**src/rtl/wfg_regbank_pkg.sv**
```systemverilog
`default_nettype none
// ============================================================================
// Module   : wfg_regbank_pkg
// Purpose  : Shared constants, response type and byte-lane merge helper for
//            the waveform-generator Wishbone register bank.
// Contents : WORD_STRIDE / OFFS_W  - byte stride of one word register
//            MAXREGS               - upper limit on the register count
//            DATA_W / SEL_W        - bus data width and byte-lane count
//            wb_resp_t             - registered bus response {ack, err, rdata}
//            byte_merge()          - byte-lane write merge under a bit mask
// Revision : 1.0 - initial release
// ============================================================================
package wfg_regbank_pkg;

  localparam int WORD_STRIDE = 4;
  localparam int OFFS_W      = $clog2(WORD_STRIDE);
  localparam int MAXREGS     = 64;
  localparam int DATA_W      = 32;
  localparam int SEL_W       = DATA_W / 8;

  typedef struct packed {
    logic              ack;
    logic              err;
    logic [DATA_W-1:0] rdata;
  } wb_resp_t;

  // Replace only the selected byte lanes, then keep unimplemented bits at
  // their old value so they can never be set by software.
  function automatic logic [DATA_W-1:0] byte_merge(
    input logic [DATA_W-1:0] old_val,
    input logic [DATA_W-1:0] new_val,
    input logic [SEL_W-1:0]  sel,
    input logic [DATA_W-1:0] mask
  );
    logic [DATA_W-1:0] merged;
    merged = old_val;
    for (int k = 0; k < SEL_W; k++) begin
      if (sel[k]) begin
        merged[k*8 +: 8] = new_val[k*8 +: 8];
      end
    end
    return (old_val & ~mask) | (merged & mask);
  endfunction

endpackage
`default_nettype wire

```
**src/rtl/wfg_regbank_decode.sv**
```systemverilog
`default_nettype none
// ============================================================================
// Module   : wfg_regbank_decode
// Purpose  : Combinational address decoder for the register bank. Turns a
//            byte address and the write enable into a word index plus
//            hit / read-only-hit / error flags.
// Ports    : adr_i    in  AW    decoded byte-address bits
//            we_i     in  1     write enable of the current request
//            idx_o    out IDXW  word register index (adr_i[AW-1:2])
//            hit_o    out 1     index in range and word aligned
//            ro_hit_o out 1     hit on a read-only register
//            err_o    out 1     request must be answered with an error
// Revision : 1.0 - initial release
// ============================================================================
module wfg_regbank_decode
  import wfg_regbank_pkg::*;
#(
  parameter  int               NREGS   = 8,
  parameter  int               AW      = 12,
  parameter  logic [NREGS-1:0] RO_MASK = '0,
  localparam int               IDXW    = AW - OFFS_W
) (
  input  logic [AW-1:0]   adr_i,
  input  logic            we_i,
  output logic [IDXW-1:0] idx_o,
  output logic            hit_o,
  output logic            ro_hit_o,
  output logic            err_o
);

  logic w_aligned;

  assign idx_o     = adr_i[AW-1:OFFS_W];
  assign w_aligned = (adr_i[OFFS_W-1:0] == '0);

  // Range check is done by matching against every implemented index, which
  // also keeps the RO_MASK lookup in bounds for out-of-range addresses.
  always_comb begin
    hit_o    = 1'b0;
    ro_hit_o = 1'b0;
    for (int i = 0; i < NREGS; i++) begin
      if (idx_o == IDXW'(i)) begin
        hit_o    = w_aligned;
        ro_hit_o = w_aligned && RO_MASK[i];
      end
    end
  end

  assign err_o = !hit_o || (we_i && ro_hit_o);

endmodule
`default_nettype wire

```
**src/rtl/wfg_wb_regbank.sv**
```systemverilog
`default_nettype none
// ============================================================================
// Module   : wfg_wb_regbank
// Purpose  : Generic Wishbone B4 classic slave register bank for waveform
//            generator blocks. NREGS word registers with byte-lane writes,
//            implemented-bit masks, read-only status registers, error
//            responses and a one-cycle write pulse per register.
// Config   : WFG_REGBANK_SHADOW_EN - when defined, writes land in a shadow
//            bank and reg_q_o loads all shadows on commit_i.
// Ports    : wb_clk_i        in  1           clock
//            wb_rst_i        in  1           synchronous active-high reset
//            wbs_stb_i/cyc_i/we_i in 1 each  Wishbone strobe/cycle/write
//            wbs_sel_i       in  BUSW/8      byte lane selects
//            wbs_adr_i       in  BUSW        byte address
//            wbs_dat_i       in  BUSW        write data
//            wbs_ack_o       out 1           transfer acknowledge
//            wbs_err_o       out 1           transfer error
//            wbs_dat_o       out BUSW        registered read data
//            reg_q_o         out NREGS*BUSW  live register values
//            reg_wr_pulse_o  out NREGS       pulse per accepted write
//            ro_d_i          in  NREGS*BUSW  status for read-only registers
//            commit_i        in  1           shadow commit strobe
// Revision : 1.0 - initial release
// ============================================================================
module wfg_wb_regbank
  import wfg_regbank_pkg::*;
#(
  parameter int                    BUSW      = 32,
  parameter int                    NREGS     = 8,
  parameter int                    AW        = 12,
  parameter logic [NREGS*BUSW-1:0] RESET_VAL = '0,
  parameter logic [NREGS*BUSW-1:0] WMASK     = '1,
  parameter logic [NREGS-1:0]      RO_MASK   = '0
) (
  input  logic                  wb_clk_i,
  input  logic                  wb_rst_i,
  input  logic                  wbs_stb_i,
  input  logic                  wbs_cyc_i,
  input  logic                  wbs_we_i,
  input  logic [BUSW/8-1:0]     wbs_sel_i,
  input  logic [BUSW-1:0]       wbs_adr_i,
  input  logic [BUSW-1:0]       wbs_dat_i,
  output logic                  wbs_ack_o,
  output logic                  wbs_err_o,
  output logic [BUSW-1:0]       wbs_dat_o,
  output logic [NREGS*BUSW-1:0] reg_q_o,
  output logic [NREGS-1:0]      reg_wr_pulse_o,
  input  logic [NREGS*BUSW-1:0] ro_d_i,
  input  logic                  commit_i
);

  localparam int IDXW = AW - OFFS_W;

  // --------------------------------------------------------------------------
  // State
  // --------------------------------------------------------------------------
  logic [BUSW-1:0] regs_q [NREGS];
  logic [BUSW-1:0] regs_d [NREGS];
  wb_resp_t        resp_q;
  wb_resp_t        resp_d;
  logic [NREGS-1:0] pulse_q;
  logic [NREGS-1:0] pulse_d;

  // Register contents as seen by bus reads of RW registers.
  logic [BUSW-1:0] w_rw_view [NREGS];

  logic [IDXW-1:0] w_idx;
  logic            w_hit;
  logic            w_ro_hit;
  logic            w_err;
  logic            w_req;
  logic            w_wr_ok;
  logic [BUSW-1:0] w_rd_data;
  logic            w_unused;

  // --------------------------------------------------------------------------
  // Decode and request qualification
  // --------------------------------------------------------------------------
  wfg_regbank_decode #(
    .NREGS   (NREGS),
    .AW      (AW),
    .RO_MASK (RO_MASK)
  ) u_decode (
    .adr_i    (wbs_adr_i[AW-1:0]),
    .we_i     (wbs_we_i),
    .idx_o    (w_idx),
    .hit_o    (w_hit),
    .ro_hit_o (w_ro_hit),
    .err_o    (w_err)
  );

  // Gating by the pending response makes a held strobe get served every
  // second cycle, matching classic single-cycle ack handshakes.
  assign w_req   = wbs_stb_i & wbs_cyc_i & ~resp_q.ack & ~resp_q.err;
  assign w_wr_ok = w_req & wbs_we_i & ~w_err;

  // --------------------------------------------------------------------------
  // Write path
  // --------------------------------------------------------------------------
`ifdef WFG_REGBANK_SHADOW_EN
  logic [BUSW-1:0] shadow_q [NREGS];
  logic [BUSW-1:0] shadow_d [NREGS];

  // The commit copies shadow_d rather than shadow_q so that a write landing
  // on the commit edge is carried straight into the live bank.
  always_comb begin
    shadow_d = shadow_q;
    pulse_d  = '0;
    for (int i = 0; i < NREGS; i++) begin
      if (w_wr_ok && (w_idx == IDXW'(i))) begin
        shadow_d[i] = byte_merge(shadow_q[i], wbs_dat_i, wbs_sel_i,
                                 WMASK[i*BUSW +: BUSW]);
        pulse_d[i]  = 1'b1;
      end
    end
    if (commit_i) begin
      regs_d = shadow_d;
    end else begin
      regs_d = regs_q;
    end
  end

  always_ff @(posedge wb_clk_i) begin
    if (wb_rst_i) begin
      for (int i = 0; i < NREGS; i++) begin
        shadow_q[i] <= RESET_VAL[i*BUSW +: BUSW] & WMASK[i*BUSW +: BUSW];
      end
    end else begin
      shadow_q <= shadow_d;
    end
  end

  assign w_rw_view = shadow_q;
  assign w_unused  = &{1'b0, wbs_adr_i[BUSW-1:AW]};
`else
  always_comb begin
    regs_d  = regs_q;
    pulse_d = '0;
    for (int i = 0; i < NREGS; i++) begin
      if (w_wr_ok && (w_idx == IDXW'(i))) begin
        regs_d[i]  = byte_merge(regs_q[i], wbs_dat_i, wbs_sel_i,
                                WMASK[i*BUSW +: BUSW]);
        pulse_d[i] = 1'b1;
      end
    end
  end

  assign w_rw_view = regs_q;
  assign w_unused  = &{1'b0, wbs_adr_i[BUSW-1:AW], commit_i};
`endif

  // --------------------------------------------------------------------------
  // Read path and response
  // --------------------------------------------------------------------------
  always_comb begin
    w_rd_data = '0;
    for (int i = 0; i < NREGS; i++) begin
      if (w_idx == IDXW'(i)) begin
        if (RO_MASK[i]) begin
          w_rd_data = ro_d_i[i*BUSW +: BUSW] & WMASK[i*BUSW +: BUSW];
        end else begin
          w_rd_data = w_rw_view[i] & WMASK[i*BUSW +: BUSW];
        end
      end
    end
  end

  // rdata stays zero for errors and write acks, so wbs_dat_o only carries
  // data in a read-ack cycle.
  always_comb begin
    resp_d = '0;
    if (w_req) begin
      if (w_err) begin
        resp_d.err = 1'b1;
      end else begin
        resp_d.ack = 1'b1;
        if (!wbs_we_i) begin
          resp_d.rdata = w_rd_data;
        end
      end
    end
  end

  // --------------------------------------------------------------------------
  // Registers
  // --------------------------------------------------------------------------
  always_ff @(posedge wb_clk_i) begin
    if (wb_rst_i) begin
      for (int i = 0; i < NREGS; i++) begin
        regs_q[i] <= RESET_VAL[i*BUSW +: BUSW] & WMASK[i*BUSW +: BUSW];
      end
      resp_q  <= '0;
      pulse_q <= '0;
    end else begin
      regs_q  <= regs_d;
      resp_q  <= resp_d;
      pulse_q <= pulse_d;
    end
  end

  // --------------------------------------------------------------------------
  // Outputs
  // --------------------------------------------------------------------------
  assign wbs_ack_o      = resp_q.ack;
  assign wbs_err_o      = resp_q.err;
  assign wbs_dat_o      = resp_q.rdata;
  assign reg_wr_pulse_o = pulse_q;

  // Read-only registers pass status straight through to the core side.
  always_comb begin
    reg_q_o = '0;
    for (int i = 0; i < NREGS; i++) begin
      if (RO_MASK[i]) begin
        reg_q_o[i*BUSW +: BUSW] = ro_d_i[i*BUSW +: BUSW] & WMASK[i*BUSW +: BUSW];
      end else begin
        reg_q_o[i*BUSW +: BUSW] = regs_q[i];
      end
    end
  end

endmodule
`default_nettype wire

```
**config.mk**
```make
export PLATFORM = sky130hd
export DESIGN_NAME = wfg_wb_regbank
export DESIGN_NICKNAME = d
export VERILOG_FILES = /design/src/rtl/wfg_regbank_pkg.sv /design/src/rtl/wfg_regbank_decode.sv /design/src/rtl/wfg_wb_regbank.sv
export SDC_FILE = /design/constraint.sdc
export NUM_CORES = 1
export LEC_CHECK = 0
export CAP_MARGIN = 25
export CORE_AREA = 4 4 242 244
export CTS_CLUSTER_SIZE = 40
export DETAILED_ROUTE_END_ITERATION = 10
export DIE_AREA = 0 0 246 248
export PLACE_DENSITY = 0.62
export REMOVE_ABC_BUFFERS = 1
export SYNTH_ARGS = -nofsm -noshare
export SYNTH_HDL_FRONTEND = slang
export SYNTH_SLANG_ARGS = --single-unit
```
**constraint.sdc**
```tcl
create_clock -name wb_clk_i -period 2.5 [get_ports wb_clk_i]
set_input_delay 0.5 -clock wb_clk_i [delete_from_list [all_inputs] [get_ports wb_clk_i]]
set_output_delay 0.5 -clock wb_clk_i [all_outputs]
set_load 0.02 [all_outputs]
```
# --- Word-level counts from Yosys, hierarchy flattened ---
# Index checks and enable logic that the tools add are counted.
classes:
  add_sub_neg: 0
  multipliers: 0
  div: 0
  magnitude_cmp: 0
  n_eq_ne: 7
  shift: 0
  muxes: 26
  n_bitwise: 9
  reduce_logical: 44
ops:
  columns: ["operator", "n"]
  rows:
  - ["$mux 32", 8]
  - ["$reduce_and 2->1", 32]
  - ["$eq 10x3->1 const B", 4]
  - ["$eq 10x2->1 const B", 2]
  - ["$mux 1", 18]
  - ["$eq 10x1->1 const B", 1]
  - ["$logic_not 10->1", 1]
  - ["$logic_and 1x1->1", 8]
  - ["$and 1x1->1", 5]
  - ["$not 1->1", 4]
  - ["$reduce_or 4->1", 1]
  - ["$logic_not 2->1", 1]
  - ["$reduce_or 2->1", 1]
totals:
  ff_bits: 298
  latch_bits: 0
  ramBits: 0
  rom_bits: 0
  input_bits: 330
  out_inout_bits: 298
  elab_cells: 122
  mem_count: 0

# --- Longest topological paths before layout ---
logic_depth:
  depth_word: 12
  depth_mapped: 7
  ltp_nobuf: 4

# --- Cells and area by module ---
# A second synthesis with hierarchy kept.
unflattened:
  cells_unflattened: 1243
  hier_area_um2: 13574.3
by_module_without_submodules:
  columns: ["module", "instances", "cells_per_inst", "area_each_um2", "seq_area_each_um2"]
  rows:
  - ["wfg_wb_regbank", 1, 1226, 13455.4, 5965.7]
  - ["wfg_regbank_decode", 1, 17, 118.9, 0.0]

# --- Least setup slack after synthesis ---
# Ideal clock, no wire load.
synth_timing:
  path_type: "in2reg"
  start: "input port wbs_adr_i[9]"
  end: "register resp_q, in the netlist wbs_dat_o[11]"
  setup_ns: 0.088
  arrival_time_ns: 2.571
  t_required_ns: 2.412
  slack_ns: -0.159
  cell_stages: 7
  n_path_buf: 3
  cell_sequence: "or4_4 -> buf_6 -> or4_4 -> or4_4 -> buf_6 -> buf_6 -> nor4_2"
synth_between:
  elab_chain_cells: 11
  word_cells_on_any_way: 26
  cone_classes: "7 x eq/ne; 16 x mux; 1 x bitwise; 2 x reduce/logical"
synth_lines:
  columns: ["item", "line_no", "source"]
  rows:
  - ["start: declaration", "wfg_wb_regbank.sv:41", "input logic [BUSW-1:0] wbs_adr_i,"]
  - ["$logic_not 10->1", "wfg_regbank_decode.sv:42, wfg_wb_regbank.sv:158", null]
  - ["$mux 1 (8 in a row)", "wfg_regbank_decode.sv:42", "if (idx_o == IDXW'(i)) begin"]
  - ["$not 1->1 (no line)", null, null]
  - ["$reduce_or 4->1 (no line)", null, null]
  - ["end signal: assignment", "wfg_wb_regbank.sv:196", "resp_q <= resp_d;"]
  - ["end: declaration", "wfg_wb_regbank.sv:59", "wb_resp_t resp_q;"]
# Parallel ways exist; a longest one is shown, timed or not.
# A chain may end at the register's enable or synchronous reset.

# --- Worst setup path in the final report ---
layout_timing:
  start: "input port wbs_adr_i[5]"
  end: "register resp_q, in the netlist wbs_dat_o[17]"
# The elaborated chain is that of the path after synthesis.

==> PnR_summary.wiki <==
{| class="wikitable"
! Metric !! Value
|-
| Worst Path Required || 2940 ps
|-
| CTS tree || yes
|-
| Full die area || 61000 µm²
|-
| Worst Path Arrival || 2930 ps
|-
| Launching element type of the critical path || primary input
|-
| Clock Latency Late Sink || 540 ps
|-
| Total GRT Usage || 17.9%
|-
| Final setup margin || 13.1 ps
|-
| Number of CTS-inserted buffers || 37
|-
| Pleak || 8.71 nW
|-
| Relative slew slack || 61.6%
|-
| Placement-stage worst setup slack || -673 ps
|-
| Number of global-route vias before repair || 12200
|-
| Critical setup path kind || primary input to flop
|-
| Power density normalized to cell area || 529 nW/µm²
|-
| Nets || 2072
|-
| Compound-gate portion of the synthesized area || 5.48%
|-
| Maximum fanout encountered on the critical timing path || 8
|-
| Yosys reg bits || 298
|-
| Cells along the critical path || clkdlybuf4s50_1, or3_1, or4_4, or4_4, clkbuf_16, nor4_2
|-
| Worst Setup End Kind || flop
|-
| Unrepaired setup endpoints after global routing || no
|-
| Detailed Route Iter0 Violations || 694
|-
| Initial core utilization || 24.3%
|-
| Level count of the clock H-tree || 2
|-
| Count of max-cap constraint violations || 0
|-
| Sum of overflow across all layers after global routing || 0
|-
| Highest cell delay on the worst timing path || 540 ps
|-
| Hold crit path type || primary input to flop
|-
| Hold Path End || reg_wr_pulse_o[3]
|-
| Post-Synth Simple-Gate Area || 23.2%
|-
| Accumulated negative setup slack || 0 ps
|-
| Clock slew at the register clock pins of the worst setup and hold paths || 60 ps
|-
| Crit-path most repeated cell || or4_4
|-
| Worst Hold Path Cells || 3
|-
| Highest-count cells in the layout ignoring fill and taps || clkdlybuf4s50_1 (342), mux2i_1 (310), dfxtp_1 (298)
|-
| Number of rows created at floorplan || 87
|-
| Vias/cell || 4.65
|-
| Maximum number of pins on one net before global-route repair || 81
|-
| Top flip-flop cell by instance count after synthesis || dfxtp_1
|-
| Worst IR drop on VDD || 0.363 mV
|-
| X dimension of the die || 246 µm
|-
| Clock tree buffer depth || 3
|-
| Post-synth ARST share || 0%
|-
| Initial antenna violation count || 5
|-
| Most frequent standard cell in the layout excluding fill and tap cells || clkdlybuf4s50_1
|-
| # hold bufs at CTS || 0
|-
| R2R Path End || wbs_dat_o[17]
|-
| Vias || 11700
|-
| Hold slack || 323 ps
|-
| Hold Startpoint || wbs_adr_i[3]
|-
| Worst Path Buf+Inv || 2
|-
| Fraction of layout cells with a size suffix above 1 || 15.6%
|-
| Average wire length per cell after detail routing || 22.7 µm
|-
| Max Freq || 0.402 GHz
|-
| Number of cells traversed by the worst register-to-register path || 5
|-
| Share of the cycle needed by the critical path after routing || 99.5%
|-
| Synth warn || 0
|-
| Tightest Pin Transition || 576 ps
|-
| EDFF count, synth || 0
|-
| Ports || 628
|-
| Synthesized netlist cell count || 1361
|-
| Layout filler cell count || 5588
|-
| Cell with the biggest individual delay on the critical path || or4_4
|-
| Reg-to-reg critical path startpoint || wbs_err_o
|-
| Final antenna-violating net count || 0
|-
| Root Buffer Master || clkbuf_16
|-
| Number of iterations in the first detailed-routing pass || 5
|-
| Seq/Total Area, Yosys || 43.6%
|-
| Final max-slew violation count || 0
|-
| Count of different cell masters after synthesis || 44
|-
| Final period demand of the worst path || 2490 ps
|-
| Number of clock sinks seen by CTS || 298
|-
| Total half-perimeter wirelength after legalization and detailed placement || 40300 µm
|-
| Setup clock skew after layout || 18.7 ps
|-
| Portion of netlist area occupied by mux cells || 24.1%
|-
| Synthesized-area fraction occupied by xor and xnor cells || 0%
|-
| Endpoints failing setup || 0
|-
| Detailed-route wire length || 57400 µm
|-
| Die height || 248 µm
|-
| Main combinational cell family by area after synthesis || multiplexers
|-
| Netlist area before placement || 13700 µm²
|-
| Setup slack of the most critical reg-to-reg path || 570 ps
|-
| First-pass GRT wire length || 81500 µm
|-
| Total power after layout || 0.0108 W
|-
| Post-route core utilization || 36.2%
|-
| Final weighted congestion in routability-driven placement || 0.783
|-
| Result of the run || completed
|-
| Placeable core region || 56300 µm²
|-
| Synth Area per Inst || 10.1 µm²
|-
| Cell family contributing the most delay on the critical path || simple AND/OR/NAND/NOR gates
|-
| Area growth from synthesis to layout || 48.9%
|-
| Hold violation count in the final report || 0
|-
| Port Buffer Count || 350
|-
| Post-synthesis share of cell area spent on full adders, half adders and majority gates || 0%
|-
| Number of remaining DRC errors || 0
|}
## final cells by class
class,count,area (µm²),share of cell area (%)
Sequential cell,298,5970,29.2
Tap cell,756,946,4.64
Antenna cell,3,7.51,0.0368
Clock buffer,50,1090,5.33
Multi-Input combinational cell,943,7370,36.1
Timing Repair Buffer,459,4900,24.0
Clock inverter,11,115,0.564
Inverter,3,11.3,0.0552
## power breakdown
group	leakage [nW]	switching, W	internal (W)
clock	0.596	0.00214	0.00324
combinational	5.71	0.000375	0.000272
sequential	2.40	0.000000414	0.00475
## cell families (layout without fill, tap and decap cells)
logic type | count (synthesis) | count (layout)
other | 0 | 3
multiplexers | 328 | 328
AO/OA/AOI/OAI | 108 | 108
AND/OR/NAND/NOR | 507 | 507
flip-flops | 298 | 298
buffers and inverters | 120 | 523
## state kept, by name, indices dropped and copies added, names as in the netlist
name            count
wbs_dat_o          32
reg_q_o           256
wbs_ack_o           1
reg_wr_pulse_o      8
wbs_err_o           1
## worst max-delay path by stage
stage,endpoint,cells after the start,slack [ps],start
global placement,reg_wr_pulse_o[0],6,-620,wbs_adr_i[8]
global route,wbs_dat_o[3],6,40,wbs_adr_i[5]
detailed placement,wbs_dat_o[28],6,-670,wbs_adr_i[8]
floorplan,reg_q_o[0],4,-350,wbs_adr_i[9]
CTS,wbs_dat_o[11],6,-3,wbs_adr_i[9]
finish,wbs_dat_o[17],6,10,wbs_adr_i[5]
## worst register-to-register path: stages, from the launching register on
cell and delay [ps]:
dfxtp_1 320, nand4bb_1 190, buf_4 190, or4_4 600, clkbuf_16 240, nor4_2 290
## routing by layer
| metal | up-vias | global-route usage (%) | wire, µm |
|---|---|---|---|
| met2 | 435 | 28.3 | 25500 |
| met1 | 5718 | 24.0 | 26200 |
| met4 | 4 | 4.52 | 1320 |
| met5 | - | 0 | 40 |
| met3 | 81 | 5.34 | 4300 |
| li1 | 5489 | - | - |
## metrics by stage
| step | std cells | cell area (µm²) |
|---|---|---|
| 2_1_floorplan | 1244 | 13200 |
| 3_3_place_gp | 2456 | 19000 |
| 5_1_grt | 2520 | 20400 |
| 4_1_cts | 2517 | 20300 |
| 3_5_place_dp | 2456 | 19000 |
| 6_report | 2523 | 20400 |
## synth_stat cells, types with 2 or more instances
| library cell | instances | area, µm² |
|---|---|---|
| nand3_1 | 4 | 20.0 |
| buf_1 | 39 | 146 |
| nor2b_1 | 3 | 18.8 |
| mux2i_1 | 310 | 3100 |
| dfxtp_1 | 298 | 5970 |
| a22oi_1 | 8 | 60.1 |
| or4_4 | 3 | 33.8 |
| or2_2 | 23 | 144 |
| nand2_2 | 15 | 93.8 |
| nor4_1 | 8 | 50.1 |
| nor4_2 | 33 | 413 |
| o22ai_1 | 9 | 56.3 |
| and2_0 | 4 | 25.0 |
| or4bb_1 | 4 | 45.0 |
| a32oi_1 | 23 | 201 |
| a21oi_1 | 31 | 155 |
| nand2_1 | 58 | 218 |
| nor3_1 | 5 | 25.0 |
| o21ai_0 | 8 | 40.0 |
| and2_1 | 6 | 37.5 |
| a2111oi_2 | 2 | 30.0 |
| buf_6 | 5 | 56.3 |
| mux2_2 | 18 | 203 |
| nor2_1 | 40 | 150 |
| or3_1 | 2 | 12.5 |
| nand2b_1 | 290 | 1810 |
| a211oi_1 | 23 | 173 |
| clkbuf_1 | 67 | 251 |
| buf_2 | 5 | 25.0 |
| inv_1 | 3 | 11.3 |
## repair_timing
action | in CTS | in global routing
gates resized for setup | 8 | 9
setup endpoints to repair | 47 | 53
endpoints found under the hold margin | 0 | 0
buffers inserted | 0 | 1
gates cloned | 0 | 2
pin swaps | 1 | 4
No activity file was read; power rests on OpenSTA's default activity.
